### config.mk
export PLATFORM = sky130hd
export DESIGN_NAME = vram_write_scheduler
export DESIGN_NICKNAME = d
export VERILOG_FILES = /design/src/rtl/vram_write_scheduler.sv
export SDC_FILE = /design/constraint.sdc
export NUM_CORES = 1
export LEC_CHECK = 0
export CAP_MARGIN = 20
export CORE_ASPECT_RATIO = 1.25
export CORE_MARGIN = 2
export CORE_UTILIZATION = 45
export CTS_CLUSTER_SIZE = 12
export DETAILED_ROUTE_END_ITERATION = 6
export PLACE_DENSITY = 0.69
export SYNTH_ARGS = -nofsm -noshare
export SYNTH_HDL_FRONTEND = slang
export SYNTH_SLANG_ARGS = --single-unit
### constraint.sdc
create_clock -name clk -period 3.9 [get_ports clk]
set_input_delay 0.585 -clock clk [delete_from_list [all_inputs] [get_ports clk]]
set_output_delay 0.585 -clock clk [all_outputs]
set_load 0.01 [all_outputs]
### src/rtl/vram_write_scheduler.sv
// CPU-to-VRAM write buffer: queues CPU byte writes and drains them one per
// clock while video timing reports a safe update window.
module vram_write_scheduler #(
   parameter int DEPTH  = 8,
   parameter int ADDR_W = 12,
   parameter int DATA_W = 8
) (
   input  logic                     clk,
   input  logic                     rst,
   input  logic                     cpu_valid,
   input  logic [ADDR_W-1:0]        cpu_addr,
   input  logic [DATA_W-1:0]        cpu_data,
   output logic                     cpu_ready,
   input  logic                     writable,
   output logic [ADDR_W-1:0]        vram_addr,
   output logic [DATA_W-1:0]        vram_data,
   output logic                     pmb_we,
   output logic                     ntbl_we,
   output logic                     other_we,
   output logic [$clog2(DEPTH):0]   pending,
   output logic [15:0]              stall_cycles
);

   localparam int PW = $clog2(DEPTH);
   localparam int CW = PW + 1;
   localparam logic [CW-1:0]     FULL   = CW'(DEPTH);
   localparam logic [ADDR_W-1:0] PMB_HI = ADDR_W'('h1FF);
   localparam logic [ADDR_W-1:0] NT_LO  = ADDR_W'('h400);
   localparam logic [ADDR_W-1:0] NT_HI  = ADDR_W'('h7FF);

   logic [ADDR_W-1:0] addr_mem_q [DEPTH];
   logic [DATA_W-1:0] data_mem_q [DEPTH];

   logic [PW-1:0] wr_ptr_q, wr_ptr_d;
   logic [PW-1:0] rd_ptr_q, rd_ptr_d;
   logic [CW-1:0] count_q, count_d;
   logic [15:0]   stall_q, stall_d;

   logic empty, push, pop;
   logic in_pmb, in_ntbl;

   always_comb begin
      empty     = (count_q == '0);
      cpu_ready = (count_q != FULL);
      push      = cpu_valid && cpu_ready;
      pop       = writable && !empty;

      wr_ptr_d = push ? wr_ptr_q + PW'(1) : wr_ptr_q;
      rd_ptr_d = pop  ? rd_ptr_q + PW'(1) : rd_ptr_q;

      count_d = count_q;
      unique case ({push, pop})
         2'b10:   count_d = count_q + CW'(1);
         2'b01:   count_d = count_q - CW'(1);
         default: count_d = count_q;
      endcase

      stall_d = stall_q;
      if (cpu_valid && !cpu_ready && stall_q != 16'hFFFF)
         stall_d = stall_q + 16'd1;
   end

   // Head entry is exposed even outside the window; zero only when empty.
   always_comb begin
      vram_addr = empty ? '0 : addr_mem_q[rd_ptr_q];
      vram_data = empty ? '0 : data_mem_q[rd_ptr_q];
      in_pmb    = (vram_addr <= PMB_HI);
      in_ntbl   = (vram_addr >= NT_LO) && (vram_addr <= NT_HI);
      pmb_we    = pop && in_pmb;
      ntbl_we   = pop && in_ntbl;
      other_we  = pop && !in_pmb && !in_ntbl;
   end

   always_ff @(posedge clk) begin
      if (push) begin
         addr_mem_q[wr_ptr_q] <= cpu_addr;
         data_mem_q[wr_ptr_q] <= cpu_data;
      end
   end

   always_ff @(posedge clk or posedge rst) begin
      if (rst) begin
         wr_ptr_q <= '0;
         rd_ptr_q <= '0;
         count_q  <= '0;
         stall_q  <= '0;
      end else begin
         wr_ptr_q <= wr_ptr_d;
         rd_ptr_q <= rd_ptr_d;
         count_q  <= count_d;
         stall_q  <= stall_d;
      end
   end

   assign pending      = count_q;
   assign stall_cycles = stall_q;

endmodule
==> metrics.txt, run 1 <==
TritonCTS clock tree=done; clock power share=24.6%; proportion of power drawn by combinational gates=34.0%; hold_buf cts=0; CORE AREA=16600 um^2; first-pass GRT wire length=23.2 mm; TritonCTS Buffers=17; Max-Cap Viols=0; Clock Root Buffer=clkbuf_16; first-pass iteration count of the detailed router=4; skew final=0.0113 ns; Power per Cell Area=723 nW/um^2; post_cts resized=0; Die W=120 um; Peak supply drop=0.385 mV; Clock Path Buffers=2; number of global-route vias before repair=4176; CP startpoint=rd_ptr_q[1]; Synth Register Bits=186; Total GRT Usage=17.6%; layout cell share with drive strength beyond 1=21.2%; arrival time worst endpoint=3.12 ns; Fin. Hold Viols=0; Leakage=0.00320 uW; Antenna Nets Post-Route=0; Multi-input gate area=2050 um^2; Post-Route WL=14.6 mm; top cell type's share of synthesized area=63.3%; Synth Net Count=431; dominant synthesized flop cell=edfxtp_1; Initial Utilization=45.6%; Area Growth Syn to Fin=21.1%; Crit Path Max Fanout=31; # Post-CTS Setup Buffers=0; minimum clock period=3.70 ns; Cell Area, Synth=7590 um^2; Worst EP required=3.31 ns; Die Y=149 um; Layout Nets=517; via count=3963; Pwr Total=6650 uW; Final Cycle Share=94.9%; Synth Warn #=0; CP max stage delay=0.86 ns; total grt overflow=0; Slew Limit Fails=0; EDFF count, synth=160; Seq/Total Area, Yosys=71.9%; Final GP Congestion=0.782; # rows=53; path type of the worst min-delay path=input port to asynchronous set/reset pin; # clock sinks=186; # DRC=0; status=finished clean; sw frac=30.1%; I/O pin total=68; crit path capture type=output pin; Rel. slew slack=49.6%; placed cells=686; number of H-tree levels=4; met1 usage=21.2%; Yosys top cell by area=edfxtp_1; post-synthesis cell count=400; crit-path cells=mux4_2, mux2_2, nor4b_2, clkdlybuf4s50_1; fillers=1255; Iteration-0 DRC Markers=288; clk_lat worst skew=0.43 ns; die area=17900 um^2; Pint=4640 uW; Setup TNS=0 ns; Reg area=5460 um^2; Synth area leaders=edfxtp_1 (63%), mux4_2 (11%), dfrtp_1 (8.6%); count of buffer and inverter cells on the critical path=1; synth unique cells=44; non-filler cells, final=719; ANT cells=0; syn_area_per_cell=19.0 um^2; critical path's slowest cell=dfrtp_2; reg2reg start=pending[0]; gr busiest metal=met2; port buffer count=67; sw power=2000 uW; Top delay family on crit path=multiplexers; DR vias/cell=5.51; CTS clk-pin slew, worst paths=0.07 ns; final-report setup violation count=0; utilization after layout=55.2%; met3 Use GR=4.63%; initial antenna violation count=0; DP HPWL=9.15 mm; Critical Path Start Type=register; maximum clock rate=0.270 GHz; Sequential Power Share=41.4%; wire per inst=20.2 um; pin count of the biggest net entering global routing=32; RSZ-0062 raised after global routing=false; M2 GR Usage=30.3%; CP Class=register to output pin; Worst-Margin Slew=0.756 ns; Async SR Flop Fraction=14.0%
## cells in the mapped netlist, drive strengths merged, types with 3 or more instances
master and n:
and2 3, xor2 12, nand4 4, dfrtp 26, mux2i 21, mux2 6, ha 6, clkbuf 3
nand2 10, o2111ai 3, xnor2 9, nand2b 5, a21oi 6, inv 7, edfxtp 160, nor3 3
nor4b 3, and3 5, nand3 8, mux4 38, nor2 28, nor4 5, buf 13
## cells in the final DEF, fill, tap and decap left out, types with 2 or more instances in the layout
cell type	netlist	routed
clkinvlp_4	0	2
edfxtp_1	160	160
o2111ai_1	3	3
dfrtp_2	0	2
nor3_2	0	2
nor4_4	2	2
dfrtp_1	26	24
and2_1	3	3
and4_1	2	2
xor2_1	12	12
mux4_2	38	38
clkbuf_1	3	2
bufinv_16	0	2
buf_4	1	14
nor4b_2	2	2
nand2_1	10	10
mux2_2	5	5
mux2i_1	21	21
nand3_1	7	7
clkdlybuf4s50_1	0	67
inv_1	7	7
a211oi_1	2	2
clkinv_2	0	4
and3_1	5	5
ha_1	6	6
nor2_1	28	22
clkinv_1	0	2
nor4_1	2	2
nand2b_1	5	5
a21oi_1	5	5
inv_6	0	2
xnor2_1	9	9
nand4_1	4	4
nor2b_1	2	2
nor2_2	0	6
clkbuf_16	0	17
## worst paths after layout
path | cells after the start | slack, ns | endpoint
max | 4 | 0.20 | pmb_we
min | 2 | 0.39 | pending[1]
max reg2reg | 9 | 1.07 | pending[3]
min reg2reg | 1 | 0.52 | wr_ptr_q[0]
max in group asynchronous | 3 | 3.08 | rd_ptr_q[0]
min in group clk | 1 | 0.52 | wr_ptr_q[0]
## logic make-up after synthesis
| group | Yosys count | share of synthesized area (%) |
|---|---|---|
| compound gates | 18 | 1.71 |
| simple gates | 80 | 6.36 |
| flops | 186 | 71.9 |
| fa+ha+maj | 7 | 1.25 |
| mux | 65 | 14.9 |
| buf+inv | 23 | 1.47 |
| xor+xnor | 21 | 2.42 |
## per-layer routing
metal / vias up / share of wire [%] / wire length [um]
met5: - / 0 / 0
met1: 2068 / 40 / 5780
met4: 0 / 1.9 / 272
met2: 107 / 54 / 7850
met3: 21 / 4.5 / 656
li1: 1767 / - / -
## power by group through the flow
| stage | clock, uW | combinational [uW] | sequential, uW |
|---|---|---|---|
| finish | 1630 | 2260 | 2750 |
| global route | 1740 | 2470 | 2800 |
| CTS | 1670 | 2310 | 2760 |
| global placement | 0 | 2260 | 2780 |
| floorplan | 0 | 1440 | 2670 |
| detailed placement | 0 | 2290 | 2800 |
## through the flow
| stage | hold slack [ns] | instance area (um^2) | setup WS [ns] |
|---|---|---|---|
| 6_report | 0.392 | 9190 | 0.197 |
| 5_1_grt | 0.397 | 9190 | 0.0111 |
| 4_1_cts | 0.522 | 9160 | 0.124 |
| 3_5_place_dp | 0.509 | 8610 | 0.590 |
| 3_3_place_gp | 0.504 | 8610 | 0.608 |
| 2_1_floorplan | 0.480 | 7590 | 0.925 |
## flip-flops by register name, summed over array words and instances (netlist names)
register and count:
addr_mem_q 96, data_mem_q 64, pending 4, rd_ptr_q 3
stall_cycles 16, wr_ptr_q 3
## area by class of cell
| type | count | area share (%) |
|---|---|---|
| clock buffers | 19 | 4.71 |
| clock inverters | 13 | 1.36 |
| inverters | 7 | 0.286 |
| multi-input cells | 191 | 22.3 |
| flip-flops and latches | 186 | 59.4 |
| well taps | 220 | 2.99 |
| repair buffers | 83 | 8.96 |
No activity file was read; power rests on OpenSTA's default activity.
==> run 2: changes to the inputs <==
--- a/config.mk
+++ b/config.mk
@@ -7,11 +7,11 @@
 export LEC_CHECK = 0
 export CAP_MARGIN = 20
 export CORE_ASPECT_RATIO = 1.25
-export CORE_MARGIN = 2
 export CORE_UTILIZATION = 45
 export CTS_CLUSTER_SIZE = 12
 export DETAILED_ROUTE_END_ITERATION = 6
 export PLACE_DENSITY = 0.69
+export SLEW_MARGIN = 20
 export SYNTH_ARGS = -nofsm -noshare
 export SYNTH_HDL_FRONTEND = slang
 export SYNTH_SLANG_ARGS = --single-unit
==> metrics.txt, run 2 (synthesis gave the netlist of run 1 again) <==
status=finished clean; most flop-heavy register=addr_mem_q; Antenna Nets Post-Route=0 (unchanged); Final GP Congestion=0.768 (-1.7%); # DRC=0 (unchanged); Final Cycle Share=90.4% (-4.5 points); post-route worst setup slack=0.374 ns (+0.177 ns); # clock sinks=186 (unchanged); post_cts resized=0 (unchanged); CTS clk-pin slew, worst paths=0.07 ns (about the same); Power per Cell Area=720 nW/um^2 (-0.49%); number of H-tree levels=4 (unchanged); met3 WL post-DR=494 um (-25%); arrival time worst endpoint=2.94 ns (-0.18 ns); Leakage=0.00317 uW (-1.0%); CORE AREA=16300 um^2 (-1.9%); layout cell share with drive strength beyond 1=21.0% (-0.27 points); Rel. slew slack=57.0% (+7.4 points); first-pass GRT wire length=22.9 mm (-1.2%); maximum clock rate=0.284 GHz (+5.0%); Max-Cap Viols=0 (unchanged); TritonCTS Buffers=17 (unchanged); Setup TNS=0 ns (unchanged); final-report setup violation count=0 (unchanged); Die W=118 um (-1.7%); Post-Route WL=14.4 mm (-0.86%); crit path capture type=output pin; DR vias/cell=5.46 (-0.90%); Clock Path Buffers=2 (unchanged); Met1 Routed Length=6.28 mm (+8.7%); HP Start=stall_cycles[8]; Crit Path Max Fanout=19 (-39%); Total GRT Usage=18.1% (+0.51 points); # rows=52 (-1.9%); WHS=0.524 ns (+0.133 ns); commonest non-fill, non-tap cell in the layout=edfxtp_1; Pwr Total=6560 uW (-1.3%); clk_lat worst skew=0.43 ns (about the same); Critical Path Start Type=register; Layout Nets=515 (-0.39%); pin count of the biggest net entering global routing=27 (-16%); CP startpoint=rd_ptr_q[0]; port buffer count=67 (unchanged); path type of the worst min-delay path=register to register; Peak supply drop=0.371 mV (-3.7%); Slew Limit Fails=0 (unchanged); total grt overflow=0 (unchanged); Fin. Hold Viols=0 (unchanged); critical path's slowest cell=dfrtp_2; RSZ-0062 raised after global routing=false; CP Class=register to output pin; Clock Root Buffer=clkbuf_16; via count=3889 (-1.9%); DP HPWL=8.91 mm (-2.7%); # Post-CTS Setup Buffers=0 (unchanged); CP max stage delay=0.72 ns (-0.14 ns); commonest non-fill, non-tap cells in the layout=edfxtp_1 (160), clkdlybuf4s50_1 (67), mux4_2 (38), dfrtp_1 (24), nor2_1 (22); WL met2=7.47 mm (-4.9%); hold_buf cts=0 (unchanged); DP Worst Slack=0.810 ns (+0.220 ns); minimum clock period=3.53 ns (-0.177 ns); crit-path cells=mux4_2, mux2i_1, nor4b_2, clkdlybuf4s50_1; initial antenna violation count=0 (unchanged); Iteration-0 DRC Markers=202 (-30%); Worst EP required=3.31 ns (about the same); die area=17400 um^2 (-3.0%); Die Y=147 um (-1.3%); Area Growth Syn to Fin=20.1%; I/O pin total=68 (unchanged); max reg flops=96 (unchanged); wire per inst=20.3 um (+0.12%); first-pass iteration count of the detailed router=4 (unchanged); TritonCTS clock tree=done; Top Metal Used=met4; ANT cells=0 (unchanged); reg2reg start=pending[0]; Initial Utilization=46.5% (+0.88 points); skew final=0.00609 ns (-0.00526 ns); Worst-Margin Slew=0.645 ns (-0.110 ns); number of global-route vias before repair=4119 (-1.4%)
## run 2: worst paths after layout
kind | to | slack (ns) | cells after the start
min in group asynchronous | pending[1] | 0.54 | 2
setup / recovery | pmb_we | 0.37 | 4
hold reg to reg | stall_cycles[8] | 0.52 | 1
hold / removal | stall_cycles[8] | 0.52 | 1
setup reg to reg | pending[3] | 1.09 | 9
max in group asynchronous | rd_ptr_q[0] | 2.94 | 2
## run 2: worst max-delay path, delay by kind of cell, from the launching register on
kind	cells	cell delay [ns]
flip-flops	1	0.72
AND/OR/NAND/NOR	1	0.33
buffers and inverters	1	0.60
multiplexers	2	0.85
## run 2: metal layers
layer  GRT usage, %  up-vias
met2           30.6       87
li1               -     1758
met1           23.1     2028
met3           4.15       16
met5              0        -
met4           5.90        0
## run 2: final cells by class
class	instances	area [um^2]
timing repair buffer	81	776
tap	216	270
sequential	186	5460
clock buffer	19	433
clock inverter	12	103
inverter	7	26.3
fill	1281	7210
multi-input combinational	191	2050
## run 2: stage by stage
stage	util, %	area (um^2)	std cells
5_1_grt	55.8	9120	712
3_3_place_gp	52.5	8580	681
6_report	55.8	9120	712
4_1_cts	55.8	9120	712
2_1_floorplan	-	7590	400
3_5_place_dp	52.5	8580	681
## run 2: report_power, final
part	leakage [uW]	internal (uW)	switching, uW	total [uW]
clock network	0.000258	871	702	1570
registers	0.00179	2500	271	2770
logic	0.00112	1200	1020	2220
total	0.00317	4570	2000	6560
==> run 3: changes to the inputs <==
--- a/config.mk
+++ b/config.mk
@@ -5,12 +5,14 @@
 export SDC_FILE = /design/constraint.sdc
 export NUM_CORES = 1
 export LEC_CHECK = 0
+export ABC_AREA = 1
 export CAP_MARGIN = 20
 export CORE_ASPECT_RATIO = 1.25
 export CORE_UTILIZATION = 45
 export CTS_CLUSTER_SIZE = 12
 export DETAILED_ROUTE_END_ITERATION = 6
 export PLACE_DENSITY = 0.69
+export SETUP_SLACK_MARGIN = 0.2
 export SLEW_MARGIN = 20
 export SYNTH_ARGS = -nofsm -noshare
 export SYNTH_HDL_FRONTEND = slang
==> metrics.txt, run 3 <==
Die Y=150 um (+1.9%); Rel. slew slack=47.5% (-9.5 points); Crit Path Max Fanout=81 (+62); Yosys top cell by area=edfxtp_1; synth unique cells=31 (-30%); post-synthesis cell count=688 (+72%); maximum clock rate=0.294 GHz (+3.8%); Async SR Flop Fraction=14.0% (unchanged); crit-path cells=buf_4, nor2_1, nor2_1, o21ai_1, nand2_1, nor2_1, nor2_1, nor2_1, nor2_1, clkdlybuf4s50_1; crit path capture type=output pin; post_cts resized=0 (unchanged); Leakage=0.00340 uW (+7.3%); Final GP Congestion=0.863 (+12%); Die W=120 um (+1.9%); non-filler cells, final=988 (+39%); Clock Root Buffer=clkbuf_16; arrival time worst endpoint=2.81 ns (-0.13 ns); Layout Nets=787 (+53%); Setup TNS=0 ns (unchanged); Slew Limit Fails=0 (unchanged); dominant synthesized flop cell=edfxtp_1; pin count of the biggest net entering global routing=82 (+200%); commonest non-fill, non-tap cells in the layout=edfxtp_1 (160), nor2_1 (126), o21ai_0 (90), nand2_1 (88), clkdlybuf4s50_1 (67); initial antenna violation count=0 (unchanged); CP Class=register to output pin; skew final=0.00696 ns (+0.000867 ns); first-pass iteration count of the detailed router=4 (unchanged); TritonCTS Buffers=17 (unchanged); most flop-heavy register=addr_mem_q; Antenna Nets Post-Route=0 (unchanged); # Post-CTS Setup Buffers=0 (unchanged); port buffer count=67 (unchanged); top cell type's share of synthesized area=60.9% (-2.3 points); top cells by count, synth=edfxtp_1 (160), nor2_1 (134), o21ai_0 (90), nand2_1 (88), inv_1 (44); Post-Route WL=17.4 mm (+21%); via count=5312 (+37%); reg2reg start=pending[0]; hold_buf cts=0 (unchanged); first-pass GRT wire length=27.1 mm (+18%); minimum clock period=3.40 ns (-0.130 ns); Clock Path Buffers=2 (unchanged); max reg flops=96 (unchanged); Worst-Margin Slew=0.788 ns (+0.143 ns); Reg area=5460 um^2 (about the same); Fin. Hold Viols=0 (unchanged); I/O pin total=68 (unchanged); die area=18100 um^2 (+3.8%); final-report setup violation count=0 (unchanged); # clock sinks=186 (unchanged); Final Cycle Share=87.1% (-3.3 points); Initial Utilization=46.4% (about the same); DP Worst Slack=0.781 ns (-0.0296 ns); fillers=1457 (+14%); Power per Cell Area=772 nW/um^2 (+7.3%); CP max stage delay=0.64 ns (-0.08 ns); status=finished clean; CORE AREA=17000 um^2 (+4.0%); CTS clk-pin slew, worst paths=0.07 ns (about the same); number of global-route vias before repair=5171 (+26%); Worst EP required=3.31 ns (about the same); Synth Register Bits=186 (unchanged); Seq/Total Area, Yosys=69.2% (-2.7 points); # DRC=0 (unchanged); layout cell share with drive strength beyond 1=9.11% (-12 points); Iteration-0 DRC Markers=384 (+90%); clk_lat worst skew=0.43 ns (about the same); DR vias/cell=5.38 (-1.6%); ANT cells=0 (unchanged); Multi-input gate area=2090 um^2 (+1.9%); Synth Net Count=719 (+67%); Synth Warn #=0 (unchanged); post-route worst setup slack=0.504 ns (+0.130 ns); wire per inst=17.6 um (-13%); syn_area_per_cell=11.5 um^2 (-40%); CP startpoint=rd_ptr_q[0]; Max-Cap Viols=0 (unchanged); Critical Path Start Type=register; count leader, synth=edfxtp_1; Total GRT Usage=20.1% (+2.1 points); Cell Area, Synth=7890 um^2 (+3.9%); placed cells=956 (+40%); EDFF count, synth=160 (unchanged); path type of the worst min-delay path=input port to asynchronous set/reset pin; Pwr Total=7250 uW (+10%); Area Growth Syn to Fin=19.0%; CP dominant cell by count=nor2_1; critical path's slowest cell=buf_4; Synth area leaders=edfxtp_1 (61%), dfrtp_1 (8.3%), nor2_1 (6.4%); number of H-tree levels=4 (unchanged); TritonCTS clock tree=done; commonest non-fill, non-tap cell in the layout=edfxtp_1; RSZ-0062 raised after global routing=false; DP HPWL=10.0 mm (+13%); # rows=53 (+1.9%); Peak supply drop=0.562 mV (+51%); total grt overflow=0 (unchanged)
run 3: where the power goes:
group          internal (uW)  total (uW)  switching, uW  leakage (uW)
sequential              2530        2690            162       0.00178
clock                    903        1680            775      0.000275
combinational           1140        2880           1740       0.00134
total                   4570        7250           2680       0.00340
run 3: routing by layer:
layer	global-route usage, %	up-vias	routed length, um
met5	0	-	0
met4	8.64	0	417
met3	3.20	29	772
met2	34.7	146	8850
met1	25.1	2614	7360
li1	-	2523	-
run 3: final timing paths:
| check | cells after the start | slack, ns | end |
|---|---|---|---|
| max | 10 | 0.50 | other_we |
| min | 2 | 0.37 | stall_cycles[9] |
| max reg2reg | 11 | 0.73 | pending[3] |
| min reg2reg | 2 | 0.54 | stall_cycles[15] |
| max in group asynchronous | 3 | 3.15 | rd_ptr_q[0] |
| min in group clk | 2 | 0.54 | stall_cycles[15] |
run 3: logic make-up after synthesis:
logic type / Yosys count / synth area share, %
AO/OA/AOI/OAI: 139 / 9.65
XOR/XNOR: 17 / 1.89
adder cells (fa/ha/maj): 7 / 1.21
buffers and inverters: 79 / 4.57
flip-flops: 186 / 69.2
AND/OR/NAND/NOR: 260 / 13.5
run 3: stage by stage:
stage,hold slack [ns],utilization [%],instance area [um^2]
final,0.372,55.3,9380
after global routing,0.392,55.3,9380
after CTS,0.539,55.1,9360
after detailed placement,0.521,51.7,8770
after global placement,0.512,51.7,8770
after floorplan,0.493,-,7890
run 3: cell type report:
cell class,instances,area share (%)
timing repair buffer,82,8.56
inverter,46,1.89
multi-input combinational,423,22.3
clock inverter,14,1.65
clock buffer,17,4.53
sequential,186,58.2
tap,220,2.93
run 3: worst max-delay path, delay by kind of cell (launching register included):
| family | cells | cell delay, ns |
|---|---|---|
| buffers and inverters | 2 | 1.18 |
| flip-flops | 1 | 0.39 |
| AND/OR/NAND/NOR | 7 | 0.74 |
| AO/OA/AOI/OAI | 1 | 0.08 |
